$ cat config.mk
export PLATFORM = sky130hd
export DESIGN_NAME = race_controller_flat
export DESIGN_NICKNAME = d
export VERILOG_FILES = /design/src/rtl/race_pkg.sv /design/src/rtl/race_controller_if.sv /design/src/rtl/lap_tracker.sv /design/src/rtl/race_controller.sv /design/src/flat_wrapper.sv
export SDC_FILE = /design/constraint.sdc
export NUM_CORES = 1
export LEC_CHECK = 0
export BUFFER_PORTS_ARGS = -buffer_cell sky130_fd_sc_hd__buf_4
export CORE_MARGIN = 2
export CORE_UTILIZATION = 35
export CTS_BUF_LIST = sky130_fd_sc_hd__clkbuf_4
export DETAILED_ROUTE_END_ITERATION = 7
export GPL_TIMING_DRIVEN = 0
export SLEW_MARGIN = 25
export SYNTH_ARGS = -nofsm -noshare
export SYNTH_HDL_FRONTEND = slang
export SYNTH_HIERARCHICAL = 1
export SYNTH_SLANG_ARGS = --single-unit
export TNS_END_PERCENT = 100
$ cat constraint.sdc
create_clock -name clk -period 2.7 [get_ports clk]
set_clock_uncertainty 0.05 [all_clocks]
set_input_delay 0.405 -clock clk [delete_from_list [all_inputs] [get_ports clk]]
set_output_delay 0.405 -clock clk [all_outputs]
set_load 0.005 [all_outputs]
$ cat src/rtl/race_pkg.sv
// Shared race encodings: the state bus values seen by both physics engines,
// the game tick rate, winner codes and the rectangular zone helper.
package race_pkg;

  localparam logic [2:0] ST_IDLE      = 3'd0;
  localparam logic [2:0] ST_COUNTDOWN = 3'd1;
  localparam logic [2:0] ST_PAUSE     = 3'd2;
  localparam logic [2:0] ST_RACE      = 3'd4;
  localparam logic [2:0] ST_FINISH    = 3'd5;

  localparam int TICK_HZ = 60;

  typedef enum logic [1:0] {
    WIN_NONE = 2'd0,
    WIN_P1   = 2'd1,
    WIN_P2   = 2'd2,
    WIN_TIE  = 2'd3
  } winner_t;

  typedef struct packed {
    logic [9:0] x0;
    logic [9:0] x1;
    logic [9:0] y0;
    logic [9:0] y1;
  } zone_t;

  // Unsigned compares with inclusive bounds on both axes.
  function automatic logic in_zone(input logic [9:0] x, input logic [9:0] y, input zone_t z);
    return (x >= z.x0) && (x <= z.x1) && (y >= z.y0) && (y <= z.y1);
  endfunction

endpackage

$ cat src/rtl/race_controller_if.sv
// Bundle between the race sequencer and the rest of the top level:
// buttons and car positions in, race state and HUD values out.
interface race_controller_if;

  logic        start_btn;
  logic        pause_btn;
  logic [9:0]  p1_x;
  logic [9:0]  p1_y;
  logic [9:0]  p2_x;
  logic [9:0]  p2_y;
  logic [2:0]  state;
  logic        car_rst;
  logic [1:0]  countdown;
  logic [2:0]  p1_lap;
  logic [2:0]  p2_lap;
  logic [1:0]  winner;
  logic [15:0] race_ticks;

  modport master (
    input  start_btn, pause_btn, p1_x, p1_y, p2_x, p2_y,
    output state, car_rst, countdown, p1_lap, p2_lap, winner, race_ticks
  );

  modport slave (
    output start_btn, pause_btn, p1_x, p1_y, p2_x, p2_y,
    input  state, car_rst, countdown, p1_lap, p2_lap, winner, race_ticks
  );

endinterface

$ cat src/rtl/lap_tracker.sv
// Per-car lap counting: a checkpoint visit arms the car, the next finish-line
// visit on a game tick counts a lap and disarms it.
module lap_tracker
  import race_pkg::*;
#(
  parameter int FL_X0 = 0,
  parameter int FL_X1 = 40,
  parameter int FL_Y0 = 110,
  parameter int FL_Y1 = 130,
  parameter int CP_X0 = 280,
  parameter int CP_X1 = 319,
  parameter int CP_Y0 = 110,
  parameter int CP_Y1 = 130
) (
  input  logic       clk,
  input  logic       rst,
  input  logic       tick_en,
  input  logic       clear,
  input  logic [9:0] pos_x,
  input  logic [9:0] pos_y,
  output logic [2:0] lap,
  output logic       lap_hit
);

  localparam zone_t FL_ZONE = '{x0: 10'(FL_X0), x1: 10'(FL_X1), y0: 10'(FL_Y0), y1: 10'(FL_Y1)};
  localparam zone_t CP_ZONE = '{x0: 10'(CP_X0), x1: 10'(CP_X1), y0: 10'(CP_Y0), y1: 10'(CP_Y1)};

  logic in_fl;
  logic in_cp;
  logic cp_flag;

  assign in_fl = in_zone(pos_x, pos_y, FL_ZONE);
  assign in_cp = in_zone(pos_x, pos_y, CP_ZONE);

  // Checkpoint is evaluated before the finish line, so overlapping zones still count.
  assign lap_hit = tick_en && in_fl && (cp_flag || in_cp);

  // NOTE: sequential state uses non-blocking assignments so every register
  // samples pre-edge values regardless of statement order.
  always_ff @(posedge clk or posedge rst) begin
    if (rst) begin
      cp_flag <= 1'b0;
      lap     <= 3'd0;
    end else if (clear) begin
      cp_flag <= 1'b0;
      lap     <= 3'd0;
    end else if (tick_en) begin
      if (lap_hit) begin
        cp_flag <= 1'b0;
        lap     <= lap + 3'd1;
      end else if (in_cp) begin
        cp_flag <= 1'b1;
      end
    end
  end

endmodule

$ cat src/rtl/race_controller.sv
// Race sequencer: 3-2-1 countdown, lap tracking for two cars, pause/abort,
// winner declaration and a timed hold on the results screen.
module race_controller
  import race_pkg::*;
#(
  parameter int CLK_FREQ      = 100_000_000,
  parameter int LAPS          = 3,
  parameter int FL_X0         = 0,
  parameter int FL_X1         = 40,
  parameter int FL_Y0         = 110,
  parameter int FL_Y1         = 130,
  parameter int CP_X0         = 280,
  parameter int CP_X1         = 319,
  parameter int CP_Y0         = 110,
  parameter int CP_Y1         = 130,
  parameter int FINISH_HOLD_S = 5
) (
  input logic              clk,
  input logic              rst,
  race_controller_if.master bus
);

  localparam int TICK_DIV = CLK_FREQ / TICK_HZ;
  localparam int TCW      = (TICK_DIV > 1) ? $clog2(TICK_DIV) : 1;

  logic [TCW-1:0] tick_cnt;
  logic [5:0]     sec_cnt;
  logic [7:0]     fin_sec;
  logic [2:0]     state;
  logic [1:0]     countdown;
  winner_t        winner;
  logic [15:0]    race_ticks;
  logic           car_rst;

  logic       tick;
  logic       sec_wrap;
  logic       race_tick;
  logic       clear_run;
  logic [2:0] p1_lap;
  logic [2:0] p2_lap;
  logic       p1_hit;
  logic       p2_hit;
  logic       p1_win;
  logic       p2_win;

  assign tick      = (tick_cnt == '0);
  assign sec_wrap  = tick && (sec_cnt == 6'(TICK_HZ - 1));
  // A pause press on a tick cycle freezes the race before that tick is applied.
  assign race_tick = tick && (state == ST_RACE) && !bus.pause_btn;
  assign clear_run = (state == ST_IDLE) && bus.start_btn;

  // Win test uses the lap value that this very tick produces.
  assign p1_win = p1_hit && (p1_lap == 3'(LAPS - 1));
  assign p2_win = p2_hit && (p2_lap == 3'(LAPS - 1));

  lap_tracker #(
    .FL_X0(FL_X0), .FL_X1(FL_X1), .FL_Y0(FL_Y0), .FL_Y1(FL_Y1),
    .CP_X0(CP_X0), .CP_X1(CP_X1), .CP_Y0(CP_Y0), .CP_Y1(CP_Y1)
  ) u_lap_p1 (
    .clk(clk), .rst(rst), .tick_en(race_tick), .clear(clear_run),
    .pos_x(bus.p1_x), .pos_y(bus.p1_y), .lap(p1_lap), .lap_hit(p1_hit)
  );

  lap_tracker #(
    .FL_X0(FL_X0), .FL_X1(FL_X1), .FL_Y0(FL_Y0), .FL_Y1(FL_Y1),
    .CP_X0(CP_X0), .CP_X1(CP_X1), .CP_Y0(CP_Y0), .CP_Y1(CP_Y1)
  ) u_lap_p2 (
    .clk(clk), .rst(rst), .tick_en(race_tick), .clear(clear_run),
    .pos_x(bus.p2_x), .pos_y(bus.p2_y), .lap(p2_lap), .lap_hit(p2_hit)
  );

  always_ff @(posedge clk or posedge rst) begin
    if (rst) begin
      tick_cnt   <= '0;
      sec_cnt    <= 6'd0;
      fin_sec    <= 8'd0;
      state      <= ST_IDLE;
      countdown  <= 2'd0;
      winner     <= WIN_NONE;
      race_ticks <= 16'd0;
      car_rst    <= 1'b0;
    end else begin
      // NOTE: car_rst defaults low every cycle, so a set below can only ever
      // produce a single-cycle pulse.
      car_rst  <= 1'b0;
      tick_cnt <= (tick_cnt == TCW'(TICK_DIV - 1)) ? '0 : tick_cnt + 1'b1;
      if (tick) begin
        sec_cnt <= sec_wrap ? 6'd0 : sec_cnt + 6'd1;
      end

      case (state)
        ST_IDLE: begin
          if (bus.start_btn) begin
            state      <= ST_COUNTDOWN;
            car_rst    <= 1'b1;
            countdown  <= 2'd3;
            sec_cnt    <= 6'd0;
            winner     <= WIN_NONE;
            race_ticks <= 16'd0;
          end
        end

        ST_COUNTDOWN: begin
          if (sec_wrap) begin
            if (countdown == 2'd1) begin
              state     <= ST_RACE;
              countdown <= 2'd0;
            end else begin
              countdown <= countdown - 2'd1;
            end
          end
        end

        ST_RACE: begin
          if (bus.pause_btn) begin
            state <= ST_PAUSE;
          end else if (tick) begin
            if (race_ticks != 16'hFFFF) begin
              race_ticks <= race_ticks + 16'd1;
            end
            if (p1_win || p2_win) begin
              state   <= ST_FINISH;
              winner  <= winner_t'({p2_win, p1_win});
              sec_cnt <= 6'd0;
              fin_sec <= 8'd0;
            end
          end
        end

        ST_PAUSE: begin
          if (bus.start_btn) begin
            state <= ST_IDLE;
          end else if (bus.pause_btn) begin
            state <= ST_RACE;
          end
        end

        ST_FINISH: begin
          // The hold timer restarts at FINISH entry so the results show for whole seconds.
          if (bus.start_btn) begin
            state <= ST_IDLE;
          end else if (sec_wrap) begin
            if (fin_sec == 8'(FINISH_HOLD_S - 1)) begin
              state <= ST_IDLE;
            end else begin
              fin_sec <= fin_sec + 8'd1;
            end
          end
        end

        default: state <= ST_IDLE;
      endcase
    end
  end

  assign bus.state      = state;
  assign bus.car_rst    = car_rst;
  assign bus.countdown  = countdown;
  assign bus.p1_lap     = p1_lap;
  assign bus.p2_lap     = p2_lap;
  assign bus.winner     = winner;
  assign bus.race_ticks = race_ticks;

endmodule
$ cat src/flat_wrapper.sv
// flat-port wrapper written by rule: the top's interface ports become plain ports
module race_controller_flat import race_pkg::*;
#(
  parameter int CLK_FREQ      = 100_000_000,
  parameter int LAPS          = 3,
  parameter int FL_X0         = 0,
  parameter int FL_X1         = 40,
  parameter int FL_Y0         = 110,
  parameter int FL_Y1         = 130,
  parameter int CP_X0         = 280,
  parameter int CP_X1         = 319,
  parameter int CP_Y0         = 110,
  parameter int CP_Y1         = 130,
  parameter int FINISH_HOLD_S = 5
)
  (clk, rst, bus_start_btn, bus_pause_btn, bus_p1_x, bus_p1_y, bus_p2_x, bus_p2_y, bus_state, bus_car_rst, bus_countdown, bus_p1_lap, bus_p2_lap, bus_winner, bus_race_ticks);
  race_controller_if bus_i ();
  input logic clk;
  input logic rst;
  input wire logic [$bits(bus_i.start_btn)-1:0] bus_start_btn;
  input wire logic [$bits(bus_i.pause_btn)-1:0] bus_pause_btn;
  input wire logic [$bits(bus_i.p1_x)-1:0] bus_p1_x;
  input wire logic [$bits(bus_i.p1_y)-1:0] bus_p1_y;
  input wire logic [$bits(bus_i.p2_x)-1:0] bus_p2_x;
  input wire logic [$bits(bus_i.p2_y)-1:0] bus_p2_y;
  output wire logic [$bits(bus_i.state)-1:0] bus_state;
  output wire logic [$bits(bus_i.car_rst)-1:0] bus_car_rst;
  output wire logic [$bits(bus_i.countdown)-1:0] bus_countdown;
  output wire logic [$bits(bus_i.p1_lap)-1:0] bus_p1_lap;
  output wire logic [$bits(bus_i.p2_lap)-1:0] bus_p2_lap;
  output wire logic [$bits(bus_i.winner)-1:0] bus_winner;
  output wire logic [$bits(bus_i.race_ticks)-1:0] bus_race_ticks;
  assign bus_i.start_btn = bus_start_btn;
  assign bus_i.pause_btn = bus_pause_btn;
  assign bus_i.p1_x = bus_p1_x;
  assign bus_i.p1_y = bus_p1_y;
  assign bus_i.p2_x = bus_p2_x;
  assign bus_i.p2_y = bus_p2_y;
  assign bus_state = bus_i.state;
  assign bus_car_rst = bus_i.car_rst;
  assign bus_countdown = bus_i.countdown;
  assign bus_p1_lap = bus_i.p1_lap;
  assign bus_p2_lap = bus_i.p2_lap;
  assign bus_winner = bus_i.winner;
  assign bus_race_ticks = bus_i.race_ticks;
  race_controller #(.CLK_FREQ(CLK_FREQ), .LAPS(LAPS), .FL_X0(FL_X0), .FL_X1(FL_X1), .FL_Y0(FL_Y0), .FL_Y1(FL_Y1), .CP_X0(CP_X0), .CP_X1(CP_X1), .CP_Y0(CP_Y0), .CP_Y1(CP_Y1), .FINISH_HOLD_S(FINISH_HOLD_S)) u_core (.clk(clk), .rst(rst), .bus(bus_i));
endmodule
==> flow_summary.toml <==
[global_routing]
antenna_found_initial = 0
grt_overflow_total = 0
grt_pass1_wl_um = 17420
grt_pass1_vias = 3645
gr-usage-all-layers_pct = 17.02
grt_max_degree = 51

[worst_setup_path]
timing.rr.start = "u_core/bus.state[2]"
crit_chain = "buf_6 > or3b_4 > nor2_4 > and4_4 > and3b_1 > o21ai_2 > nor2_1 > nor4bb_4 > or2_4 > a22oi_2 > nand2b_4 > o22a_1"
cp-start-kind = "flop"
r2r.worst_path.cells = 12
cp_num_buf_inv = 1
worstReg2RegEnd = "u_core/fin_sec[4]"
critical_path_arrival_ps = 2950
crit_fanout = 6
cp-end-kind = "flop"
slowest_stage = "dfrtp_2"
required_ps = 2970
max_stage_delay_ps = 390
crit_type = "flop to flop"
reg2reg_slack_ps = 20
crit_family = "simple AND/OR/NAND/NOR gates"

[floorplan]
die_area_um2 = 12350
rows = 39
core_um2 = 11320
die_h_um = 111.1
die_w_um = 111.1
ioPinCount = 74
start_util_pct = 35.48

[power]
p_leak_nw = 2.292
swShare_pct = 34.66
pwr-share-clk_pct = 25.5
vdd_drop_max_uv = 454.2
netSwitchingPower_w = 0.0009003
pwr-share-comb_pct = 33.0
seqPwrFrac_pct = 41.5
internal_power_w = 0.001697
power.density_nw_per_um2 = 489.6

[synth]
async_flop_share_pct = 100.0
syn_avg_cell_area_um2 = 9.406
syn-num-nets = 481
ys_seq_area_share_pct = 41.74
syn_inst = 427
ys_seq_elements = 67
synth-edff-count = 0
ys_warn_count = 6
synth_cell_types = 62
synth_area_um2 = 4016
synth_ff_type = "dfrtp_1"

[place]
place_hpwl_um = 7374
pre_cts_ws_ps = -530.6
dp.cells = 644
gp_congestion = 0.8069
io_buffers = 73

[sta]
rsz0062_at_grt = "yes"
setup_viol = 0
setup_ws_ps = 24.02
clock.fmax_mhz = 373.7
period_share_pct = 99.11
hold_viol_final = 0
fin_setup_tns_ps = 0
worst_hold_slack_ps = 230.4
layout_min_cycle_time_ps = 2676
final_max_slew_viol_count = 0
worst_pin_slew_ps = 709.6
slew_headroom_pct = 52.33

[min_path]
hold_path.class = "input pin to flop"
min_to = "u_core/bus.state[1]"
min_from = "bus_pause_btn"
holdPathStages = 3

[clocking]
insertion_delay_ps = 430
cts_buffers = 9
cts_sinks = 67
htreeDepth = 3
clk_pin_slew_ps = 110
cts_tree = "built"
cts_max_path_buffers = 2
cts_root_buffer = "clkbuf_4"

[detailed_routing]
routed_via_density = 5.438
detail_route.iter0.violations = 200
wl_um = 10550
dr.pass1.iters = 5
postRouteAntennaNets = 0
vias = 3741
route.detailed.drc = 0
detail_route.wl_per_cell_um = 15.33

[run]
drv_cap = 0

[final_layout]
nets = 594
antennaDiodeCount = 0
utilization_pct = 46.86
layout-drive-gt1-share_pct = 33.21
instances_no_fill = 688
syn2layout_area_growth_pct = 32.09

[outcome]
status = "completed"
registers in the layout (all words and copies together) (netlist names):
name and cells:
u_core/bus.car_rst 1, u_core/bus.countdown 2, u_core/bus.race_ticks 16, u_core/bus.state 3, u_core/bus.winner 2, u_core/fin_sec 8, u_core/sec_cnt 6, u_core/tick_cnt 21
u_core/u_lap_p1/cp_flag 1, u_core/u_lap_p1/lap 3, u_core/u_lap_p2/cp_flag 1, u_core/u_lap_p2/lap 3
layout by cell type, fill, tap and decap left out, types with 7 or more instances in the layout:
cell type  count
buf_4        105
dfrtp_1       59
nor2_1        43
nand2_1       33
nand3_1       27
inv_1         17
a21oi_1       17
o21ai_0       16
o31ai_1       14
or4_1         14
nand4_1       12
xnor2_1       12
clkbuf_4       9
xor2_1         9
ha_1           9
dfrtp_2        8
nor3_1         7
and3_1         7
cells in the mapped netlist, types with 4 or more instances:
master | count | share of area, %
and4_1 | 5 | 1.1
o31ai_1 | 16 | 3.0
ha_1 | 10 | 3.1
dfrtp_1 | 67 | 42
nor2_1 | 44 | 4.1
nor2b_1 | 6 | 0.93
xor2_1 | 9 | 2.0
nor4_1 | 9 | 1.4
a211oi_2 | 4 | 1.2
or4_1 | 14 | 2.6
nand3_1 | 28 | 3.5
nand4_1 | 12 | 1.9
xnor2_1 | 12 | 2.6
nand2_1 | 33 | 3.1
and3_1 | 8 | 1.2
mux2i_1 | 4 | 1.0
nand2b_1 | 6 | 0.93
a21oi_1 | 17 | 2.1
nor3_1 | 7 | 0.87
inv_1 | 19 | 1.8
o22a_1 | 4 | 0.87
clkbuf_1 | 5 | 0.47
o21ai_0 | 20 | 2.5
buf_4 | 4 | 0.75
kinds of logic (layout without fill, tap and decap cells):
family	count (synthesis)	after routing	synth area share, %
AO/OA/AOI/OAI	88	88	16.20
XOR/XNOR	21	21	4.580
adder cells (fa/ha/maj)	10	10	3.115
buffers and inverters	32	150	3.676
flip-flops	67	67	41.74
multiplexers	8	8	2.118
AND/OR/NAND/NOR	201	201	28.57
worst min-delay path, stage by stage:
cell	delay, ps
buf_4	140
nand3b_1	80
a21oi_1	50
metrics by stage:
stage	instance area (µm²)	power, W
6_report	5305	0.002598
5_1_grt	5305	0.002754
4_1_cts	5177	0.002566
3_5_place_dp	4816	0.001804
3_3_place_gp	4785	0.001790
2_1_floorplan	4058	0.001540
power by group through the flow:
| stage | Sequential [W] | Combinational, W | Clock (W) |
|---|---|---|---|
| 3_3_place_gp | 0.00113 | 0.000660 | 0 |
| 2_1_floorplan | 0.00112 | 0.000420 | 0 |
| 6_report | 0.00108 | 0.000857 | 0.000662 |
| 3_5_place_dp | 0.00113 | 0.000673 | 0 |
| 5_1_grt | 0.00109 | 0.000935 | 0.000733 |
| 4_1_cts | 0.00108 | 0.000793 | 0.000694 |
timing repair:
action / CTS / global route
hold endpoints to repair: 17 / 0
pin swaps: 13 / 18
buffers inserted: 15 / 14
endpoints found under the setup margin: 18 / 28
resized for setup: 22 / 15
hold buffers: 1 / 0
how the worst max path moves through the flow:
stage | from | slack, ps | cells past startpoint | to
floorplan | u_core/bus.state[2] | -9 | 12 | u_core/fin_sec[3]
global placement | bus_pause_btn | -580 | 9 | u_core/u_lap_p2/cp_flag
detailed placement | u_core/tick_cnt[2] | -530 | 12 | u_core/bus.winner[1]
CTS | u_core/tick_cnt[15] | -10 | 12 | u_core/fin_sec[3]
global route | u_core/bus.state[2] | -200 | 12 | u_core/fin_sec[5]
finish | u_core/bus.state[2] | 20 | 12 | u_core/fin_sec[4]
layout make-up:
cell class	instances	area [µm²]
Multi-Input combinational cell	328	2349
Tap cell	143	178.9
Buffer	10	68.82
Sequential cell	67	1687
Inverter	20	80.08
Clock inverter	7	67.56
Fill cell	1113	6016
Clock buffer	9	67.56
Timing Repair Buffer	104	807.0
layer usage:
layer / wire length (µm) / GRT usage [%] / vias up
met5: 0 / 0 / -
met4: 131 / 4.609 / 0
met3: 456 / 4.155 / 14
met2: 5199 / 28.67 / 85
met1: 4758 / 21.96 / 1818
li1: - / - / 1824
Note: power is estimated with default switching activity, not from simulation.
